$ cat src/rtl/tdc_acq_ctrl.sv
// TDC acquisition controller: gated event counting with coincidence
// classification, followed by a 4-word frame readout over a valid/ready port.
module tdc_acq_ctrl #(
    parameter int         CNT_W  = 32,
    parameter int         GATE_W = 32,
    parameter logic [6:0] WINDOW = 7'd5
) (
    input  logic              clk,
    input  logic              rst,
    input  logic              start_cmd,
    input  logic              abort_cmd,
    input  logic              continuous,
    input  logic [GATE_W-1:0] gate_len,
    input  logic              tdc_data_arrived,
    input  logic [1:0]        tdc_start_signal,
    input  logic [1:0]        tdc_end_signal,
    input  logic [6:0]        tdc_interval,
    output logic              busy,
    output logic              gate_open,
    output logic [CNT_W-1:0]  out_data,
    output logic              out_valid,
    output logic              out_last,
    input  logic              out_ready,
    output logic              overflow
);

    typedef enum logic [2:0] {S_IDLE, S_ARM, S_COUNT, S_FLUSH, S_OUT} state_t;

    state_t            r_state;
    logic              r_sync1, r_sync2, r_sync3;
    logic              r_ev_vld;
    logic [1:0]        r_ev_start, r_ev_end;
    logic [6:0]        r_ev_int;
    logic [GATE_W-1:0] r_gate;
    logic [1:0]        r_flush;
    logic [1:0]        r_idx;
    logic [CNT_W-1:0]  r_ch1, r_ch2, r_coinc, r_frame_id;
    logic              r_ovf, r_busy, r_gate_open, r_out_valid, r_out_last;
    logic [CNT_W-1:0]  r_out_data;

    logic              w_edge, w_counting;
    logic              w_ch1_hit, w_ch2_hit, w_coinc_hit;
    logic [1:0]        w_idx_nxt;
    logic [CNT_W-1:0]  w_max;
    logic [CNT_W-1:0]  w_words [4];

    assign w_edge     = r_sync2 & ~r_sync3;
    assign w_counting = (r_state == S_COUNT) || (r_state == S_FLUSH);
    assign w_max      = '1;
    assign w_idx_nxt  = r_idx + 2'd1;

    assign w_ch1_hit   = r_ev_vld & r_ev_end[0];
    assign w_ch2_hit   = r_ev_vld & r_ev_end[1];
    assign w_coinc_hit = r_ev_vld &
        (((r_ev_start == 2'b00) && (r_ev_end == 2'b11)) ||
         ((((r_ev_start == 2'b01) && (r_ev_end == 2'b10)) ||
           ((r_ev_start == 2'b10) && (r_ev_end == 2'b01))) && (r_ev_int <= WINDOW)));

    // Frame word 0 carries the overflow flag in place of the frame_id MSB
    assign w_words[0] = {r_ovf, r_frame_id[CNT_W-2:0]};
    assign w_words[1] = r_ch1;
    assign w_words[2] = r_ch2;
    assign w_words[3] = r_coinc;

    assign busy      = r_busy;
    assign gate_open = r_gate_open;
    assign out_data  = r_out_data;
    assign out_valid = r_out_valid;
    assign out_last  = r_out_last;
    assign overflow  = r_ovf;

    // Two-flop synchronizer plus a history flop for rising-edge detection
    always_ff @(posedge clk) begin
        if (rst) begin
            r_sync1 <= 1'b0;
            r_sync2 <= 1'b0;
            r_sync3 <= 1'b0;
        end else begin
            r_sync1 <= tdc_data_arrived;
            r_sync2 <= r_sync1;
            r_sync3 <= r_sync2;
        end
    end

    // Capture the TDC fields on the detected edge; classified next cycle
    always_ff @(posedge clk) begin
        if (rst) begin
            r_ev_vld   <= 1'b0;
            r_ev_start <= '0;
            r_ev_end   <= '0;
            r_ev_int   <= '0;
        end else begin
            r_ev_vld <= w_edge;
            if (w_edge) begin
                r_ev_start <= tdc_start_signal;
                r_ev_end   <= tdc_end_signal;
                r_ev_int   <= tdc_interval;
            end
        end
    end

    // Counters: cleared and frame_id bumped in ARM, saturating counts in COUNT/FLUSH
    always_ff @(posedge clk) begin
        if (rst) begin
            r_ch1      <= '0;
            r_ch2      <= '0;
            r_coinc    <= '0;
            r_ovf      <= 1'b0;
            r_frame_id <= '0;
        end else if (r_state == S_ARM) begin
            r_ch1      <= '0;
            r_ch2      <= '0;
            r_coinc    <= '0;
            r_ovf      <= 1'b0;
            r_frame_id <= r_frame_id + 1'b1;
        end else if (w_counting) begin
            if (w_ch1_hit) begin
                if (r_ch1 == w_max) r_ovf <= 1'b1;
                else                r_ch1 <= r_ch1 + 1'b1;
            end
            if (w_ch2_hit) begin
                if (r_ch2 == w_max) r_ovf <= 1'b1;
                else                r_ch2 <= r_ch2 + 1'b1;
            end
            if (w_coinc_hit) begin
                if (r_coinc == w_max) r_ovf   <= 1'b1;
                else                  r_coinc <= r_coinc + 1'b1;
            end
        end
    end

    // Acquisition FSM with registered status and output-port signals
    always_ff @(posedge clk) begin
        if (rst) begin
            r_state     <= S_IDLE;
            r_busy      <= 1'b0;
            r_gate_open <= 1'b0;
            r_out_valid <= 1'b0;
            r_out_last  <= 1'b0;
            r_out_data  <= '0;
            r_gate      <= '0;
            r_flush     <= '0;
            r_idx       <= '0;
        end else begin
            case (r_state)
                S_IDLE: begin
                    if (start_cmd) begin
                        r_state <= S_ARM;
                        r_busy  <= 1'b1;
                    end
                end
                S_ARM: begin
                    if (abort_cmd) begin
                        r_state <= S_IDLE;
                        r_busy  <= 1'b0;
                    end else begin
                        r_state     <= S_COUNT;
                        r_gate_open <= 1'b1;
                        // A zero-length gate still opens for one cycle
                        r_gate      <= (gate_len == '0) ? {{(GATE_W-1){1'b0}}, 1'b1} : gate_len;
                    end
                end
                S_COUNT: begin
                    if (abort_cmd) begin
                        r_state     <= S_IDLE;
                        r_busy      <= 1'b0;
                        r_gate_open <= 1'b0;
                    end else if (r_gate <= {{(GATE_W-1){1'b0}}, 1'b1}) begin
                        r_state     <= S_FLUSH;
                        r_gate_open <= 1'b0;
                        r_flush     <= 2'd3;
                    end else begin
                        r_gate <= r_gate - 1'b1;
                    end
                end
                S_FLUSH: begin
                    // Lets events already in the synchronizer reach the counters
                    if (abort_cmd) begin
                        r_state <= S_IDLE;
                        r_busy  <= 1'b0;
                    end else if (r_flush == 2'd0) begin
                        r_state <= S_OUT;
                        r_idx   <= 2'd0;
                    end else begin
                        r_flush <= r_flush - 2'd1;
                    end
                end
                S_OUT: begin
                    if (abort_cmd) begin
                        r_state     <= S_IDLE;
                        r_busy      <= 1'b0;
                        r_out_valid <= 1'b0;
                        r_out_last  <= 1'b0;
                    end else if (!r_out_valid) begin
                        r_out_valid <= 1'b1;
                        r_out_data  <= w_words[r_idx];
                        r_out_last  <= (r_idx == 2'd3);
                    end else if (out_ready) begin
                        if (r_out_last) begin
                            r_out_valid <= 1'b0;
                            r_out_last  <= 1'b0;
                            if (continuous) begin
                                r_state <= S_ARM;
                            end else begin
                                r_state <= S_IDLE;
                                r_busy  <= 1'b0;
                            end
                        end else begin
                            r_idx      <= w_idx_nxt;
                            r_out_data <= w_words[w_idx_nxt];
                            r_out_last <= (w_idx_nxt == 2'd3);
                        end
                    end
                end
                default: begin
                    r_state <= S_IDLE;
                    r_busy  <= 1'b0;
                end
            endcase
        end
    end

endmodule

$ cat config.mk
export PLATFORM = sky130hd
export DESIGN_NAME = tdc_acq_ctrl
export DESIGN_NICKNAME = d
export VERILOG_FILES = /design/src/rtl/tdc_acq_ctrl.sv
export SDC_FILE = /design/constraint.sdc
export NUM_CORES = 1
export LEC_CHECK = 0
export ABC_AREA = 1
export CELL_PAD_IN_SITES_DETAIL_PLACEMENT = 1
export CELL_PAD_IN_SITES_GLOBAL_PLACEMENT = 1
export CORE_ASPECT_RATIO = 0.75
export CORE_MARGIN = 4
export CORE_UTILIZATION = 46
export DETAILED_ROUTE_END_ITERATION = 7
export PLACE_DENSITY_LB_ADDON = 0.1
export SYNTH_ARGS = -nofsm -noshare
export SYNTH_HDL_FRONTEND = slang
export SYNTH_SLANG_ARGS = --single-unit
export TNS_END_PERCENT = 30
$ cat constraint.sdc
create_clock -name clk -period 6.1 [get_ports clk]
set_input_delay 1.22 -clock clk [delete_from_list [all_inputs] [get_ports clk]]
set_output_delay 1.22 -clock clk [all_outputs]
set_load 0.02 [all_outputs]
[Word-level counts from Yosys, hierarchy flattened]
Index checks and enable logic that the tools add are counted.
W data, S select, Z words.
Operators by class
  $add $sub $neg: 7
  order comparisons: 4
  equality and inequality tests: 36
  muxes and demuxes: 64
  bitwise gates (word level): 11
  reductions and logical operators: 27
Operators by type and width (number)
  $mux W32: 11
  $add A32 B1 Y32 const B: 4
  $bmux W32 S2: 2
  $eq A32 B32 Y1 const B: 3
  $pmux W32 S2: 1
  $le A32 B1 Y1 const B: 1
  $logic_not A32 Y1: 1
  $sub A32 B1 Y32 const B: 1
  $mux W3: 9
  $mux W1: 25
  $ne A2 B2 Y1 const B: 12
  $mux W2: 11
  $ne A3 B3 Y1 const B: 5
  $pmux W3 S5: 1
  $reduce_and A3 Y1: 4
  $reduce_and A6 Y1: 2
  $eq A2 B2 Y1 const B: 5
  $pmux W2 S2: 2
  $reduce_and A4 Y1: 2
  $le A7 B3 Y1 const B: 1
  $reduce_and A7 Y1: 1
  $eq A3 B2 Y1 const B: 2
  $ge A3 B3 Y1 const B: 2
  $ne A2 B1 Y1 const B: 3
  other kinds (20): 38
Storage, ports and cells
  register bits after elaboration: 219
  input bits: 50
  output and inout port bits: 37
  word-level logic and storage cells: 170

[Depth between registers and ports, before layout]
  depth after elaboration: 8
  depth in mapped cells: 14
  depth with buffers taken out: 14

[Worst setup path after synthesis]
OpenSTA, ideal clock, no wires.
  path type: input port to flip-flop
  start point: input rst
  end point: register r_coinc[0]
  setup time: 120 ps
  arrival: 2196 ps
  data required time: 5980 ps
  setup slack: 3784 ps
  stages on the path: 6
  buffers on the path: 3
  path through: clkbuf_1 -> inv_2 -> nand2_1 -> clkbuf_1 -> buf_2 -> a21oi_1
On the way
  cells in the longest elaborated chain, start to end: 1
RTL lines
  from (decl): RTL line 9  | input logic rst,
  $reduce_or A2 Y1 (no line)
  to (signal assigned): RTL line 127  | else r_coinc <= r_coinc + 1'b1;
  to (decl): RTL line 37  | logic [CNT_W-1:0] r_ch1, r_ch2, r_coinc, r_frame_id;
No other way between the ends.
A chain may end at the register's enable or synchronous reset.

[Worst setup path in the final report]
  start point: register r_state[2]
  end point: register r_gate[28]
On the way
  cells in the longest elaborated chain, start to end: 3
  elaborated cells between the ends (all ways): 8
  those cells by class: 5 x eq/ne; 1 x mux; 2 x reduce/logical
RTL lines
  from (decl): RTL line 29  | state_t r_state;
  from (signal assigned): RTL line 135  | r_state <= S_IDLE;
  from (signal assigned): RTL line 148  | r_state <= S_ARM;
  from (signal assigned): RTL line 154  | r_state <= S_IDLE;
  $eq A3 B2 Y1 or $eq A3 B1 Y1 (tied branches): RTL line 145  | case (r_state)
  $ne A2 B2 Y1 (no line) or $reduce_bool A2 Y1 (tied branches)
  $reduce_and A4 Y1 (no line)
  to (signal assigned): RTL line 160  | r_gate <= (gate_len == '0) ? {{(GATE_W-1){1'b0}}, 1'b1} : gate_len;
  to (signal assigned): RTL line 173  | r_gate <= r_gate - 1'b1;
  to (decl): RTL line 34  | logic [GATE_W-1:0] r_gate;
Several ways; a longest one is shown, not always the timed one.

==> flow_summary.json <==
{
  "power_mw": 4.700,
  "path_cells": "nor2_4 > inv_2 > nor2_8 > inv_4 > nor2_4 > nor2_2 > clkinv_4 > nand2_4 > inv_6 > nor2_1 > nor2_1 > nor2_1",
  "relSlewSlack_pct": 8.872,
  "synth_top_family_by_area": "simple AND/OR/NAND/NOR gates",
  "yosys.area_share.adder_pct": 0.7754,
  "drtIter0Drc": 1490,
  "gr-total-overflow": 0,
  "cts_setup_buffers": 0,
  "maxSlewViolCount": 0,
  "hold_viol_final": 0,
  "grtUsageTotal_pct": 34.43,
  "post-route-util_pct": 51.98,
  "fmax_mhz": 305.5,
  "wl_per_cell_um": 21.29,
  "synthMuxAreaShare_pct": 0,
  "fin_crit_ps": 3273,
  "clk_pin_slew_ps": 60,
  "async_flop_share_pct": 0,
  "gp_congestion": 0.9531,
  "synth_edf_count": 0,
  "synth_cell_type_count": 48,
  "ys_seq_elements": 217,
  "antenna_found_initial": 1,
  "crit_path_frequent_cell": "nor2_1",
  "synthTopCellsByCount": "nand2_1 (607), nor2_1 (327), inv_1 (232)",
  "yosysMostFrequentCell": "nand2_1",
  "root_buffer": "clkbuf_16",
  "status": "completed",
  "dp.cells": 2791,
  "area_growth_pct": 11.60,
  "synth.avg_cell_area_um2": 6.051,
  "syn-instance-count": 2400,
  "r2r-start": "r_state[2]",
  "setup_viol": 0,
  "worstSetupStartpointType": "flip-flop",
  "crit_family": "simple AND/OR/NAND/NOR gates",
  "postRouteAntennaNets": 0,
  "hold_path_class": "flip-flop to flip-flop",
  "port_buffers": 85,
  "min-delay-start": "r_sync1",
  "clock_sink_count": 217,
  "synth_compound_area_share_pct": 18.25,
  "cts_hold_buf": 0,
  "fp.dieW_um": 213.2,
  "postLayoutSetupSlackWorst_ps": 2827,
  "path_buf_inv": 4,
  "drtPass1Iterations": 5,
  "cp_data_arrival_time_ps": 3690,
  "die-area_mm2": 0.03451,
  "insertion_delay_ps": 560,
  "synth_simple_gate_area_share_pct": 36.85,
  "num_rows": 56,
  "path_max_fanout": 49,
  "synthFlopType": "dfxtp_1",
  "ir_worst_vdd_v": 0.0002513,
  "ctsResizeCount": 0,
  "clock-skew-final_ps": 15.39,
  "seq_area_frac_synth_pct": 29.91,
  "die_y_um": 161.9,
  "cap_violations": 0,
  "h-tree-depth": 1,
  "critPathLaunch": "r_state[2]",
  "clock_path_buffers": 3,
  "core_mm2": 0.03118,
  "synth_top_area_share_pct": 29.91,
  "post-dp-hpwl_um": 44400,
  "start_util_pct": 46.58,
  "routed_via_density": 5.909,
  "synth-xor-area-share_pct": 3.860,
  "critical_path_class": "flip-flop to flip-flop",
  "crit_path_max_incr_delay_ps": 610,
  "routed_wl_um": 60300,
  "crit_required_ps": 6520,
  "grt_max_degree": 97,
  "stdcell_count": 2833,
  "pwr_density_cell_mw_per_mm2": 290.0,
  "n_fill_cell": 4324,
  "tightest_slew_ps": 1365,
  "worstSetupEndpointType": "flip-flop",
  "setup-tns-final_ps": 0,
  "rsz0062_at_grt": "false",
  "drc": 0,
  "syn-num-nets": 2459,
  "diodes": 0,
  "grt_pass1_vias": 16580,
  "vias": 16740,
  "tritoncts": "done",
  "cp_slowest_cell": "nor2_8",
  "cts_buffers": 26,
  "grt_pass1_wl_um": 94350,
  "p_leak_nw": 5.890,
  "synthTopCellsByArea": "dfxtp_1 (30%), nand2_1 (16%), nor2_1 (8.5%)",
  "pre_cts_ws_ps": 2317,
  "nNetsFinal": 2472,
  "drive_gt1_share_pct": 4.368,
  "period_share_pct": 53.66,
  "synth_top_area_cell": "dfxtp_1",
  "synth_area_mm2": 0.01452,
  "synth.yosys.warnings": 0,
  "io_pins": 87
}
==> final timing paths <==
kind | to | slack, ps | depth (start not counted)
worst min register to register | r_sync2 | 420 | 2
worst max-delay path | r_gate[28] | 2830 | 12
worst max register to register | r_gate[28] | 2830 | 12
worst min-delay path | r_sync2 | 420 | 2
==> through the flow <==
step	hold slack, ps	instance area, um^2
6_report	424.5	16210
5_1_grt	437.4	16210
4_1_cts	431.4	16210
3_5_place_dp	421.9	15420
3_3_place_gp	403.3	15420
2_1_floorplan	388.3	14520
==> sequential cells by signal (all words and copies together) (netlist names), 2 cells and up <==
name and cells:
out_data 32, r_ch1 32, r_ch2 32, r_coinc 32
r_ev_end 2, r_ev_int 6, r_ev_start 2, r_flush 2
r_frame_id 31, r_gate 32, r_idx 2, r_state 3
==> cell families (layout without fill, tap and decap cells) <==
group,after synthesis,count (layout)
xor gates and xnor gates,64,64
adders and majority gates,9,9
DFF,217,217
AOI/OAI and AO/OA,489,489
buffers and inverters,360,387
and+or+nand+nor,1261,1261
==> cells in the final DEF, fill, tap and decap left out, types with 5 or more instances in the layout <==
master / instances
a211oi_1: 6
a21oi_1: 225
buf_4: 12
clkbuf_1: 9
clkbuf_16: 27
clkdlybuf4s50_1: 84
dfxtp_1: 215
ha_1: 9
inv_1: 232
inv_2: 10
nand2_1: 606
nand3_1: 178
nand4_1: 27
nor2_1: 326
nor2_2: 13
nor3_1: 71
o211ai_1: 55
o21ai_0: 187
o22ai_1: 5
or2_2: 9
xnor2_1: 12
xor2_1: 52
==> metal layers <==
| layer | part of all wire, % | global-route usage [%] |
|---|---|---|
| met5 | 0 | 0 |
| met4 | 2.8 | 8.869 |
| met3 | 8.8 | 7.357 |
| met2 | 41 | 51.01 |
| met1 | 47 | 50.87 |
==> report_power, final <==
part | switching [mW] | leakage, nW | internal [mW]
combinational | 1.15 | 3.75 | 0.432
clock | 0.644 | 0.387 | 0.880
sequential | 0.103 | 1.76 | 1.49
total | 1.90 | 5.89 | 2.80
==> area by class of cell <==
| class | count | area [um^2] | area share, % |
|---|---|---|---|
| clock buffers | 39 | 750.7 | 4.632 |
| inverters | 248 | 943.4 | 5.821 |
| repair buffers | 97 | 935.9 | 5.775 |
| well taps | 406 | 508.0 | 3.134 |
| clock inverters | 3 | 40.04 | 0.2470 |
| multi-input cells | 1823 | 8680 | 53.56 |
| flip-flops and latches | 217 | 4349 | 26.84 |
==> tightest hold or removal path, delay by kind of cell, from the launching register on <==
family,cells,cell delay [ps]
flops,1,300
simple gates,1,40
buf+inv,1,50
Power figures use the tool's default switching activity.
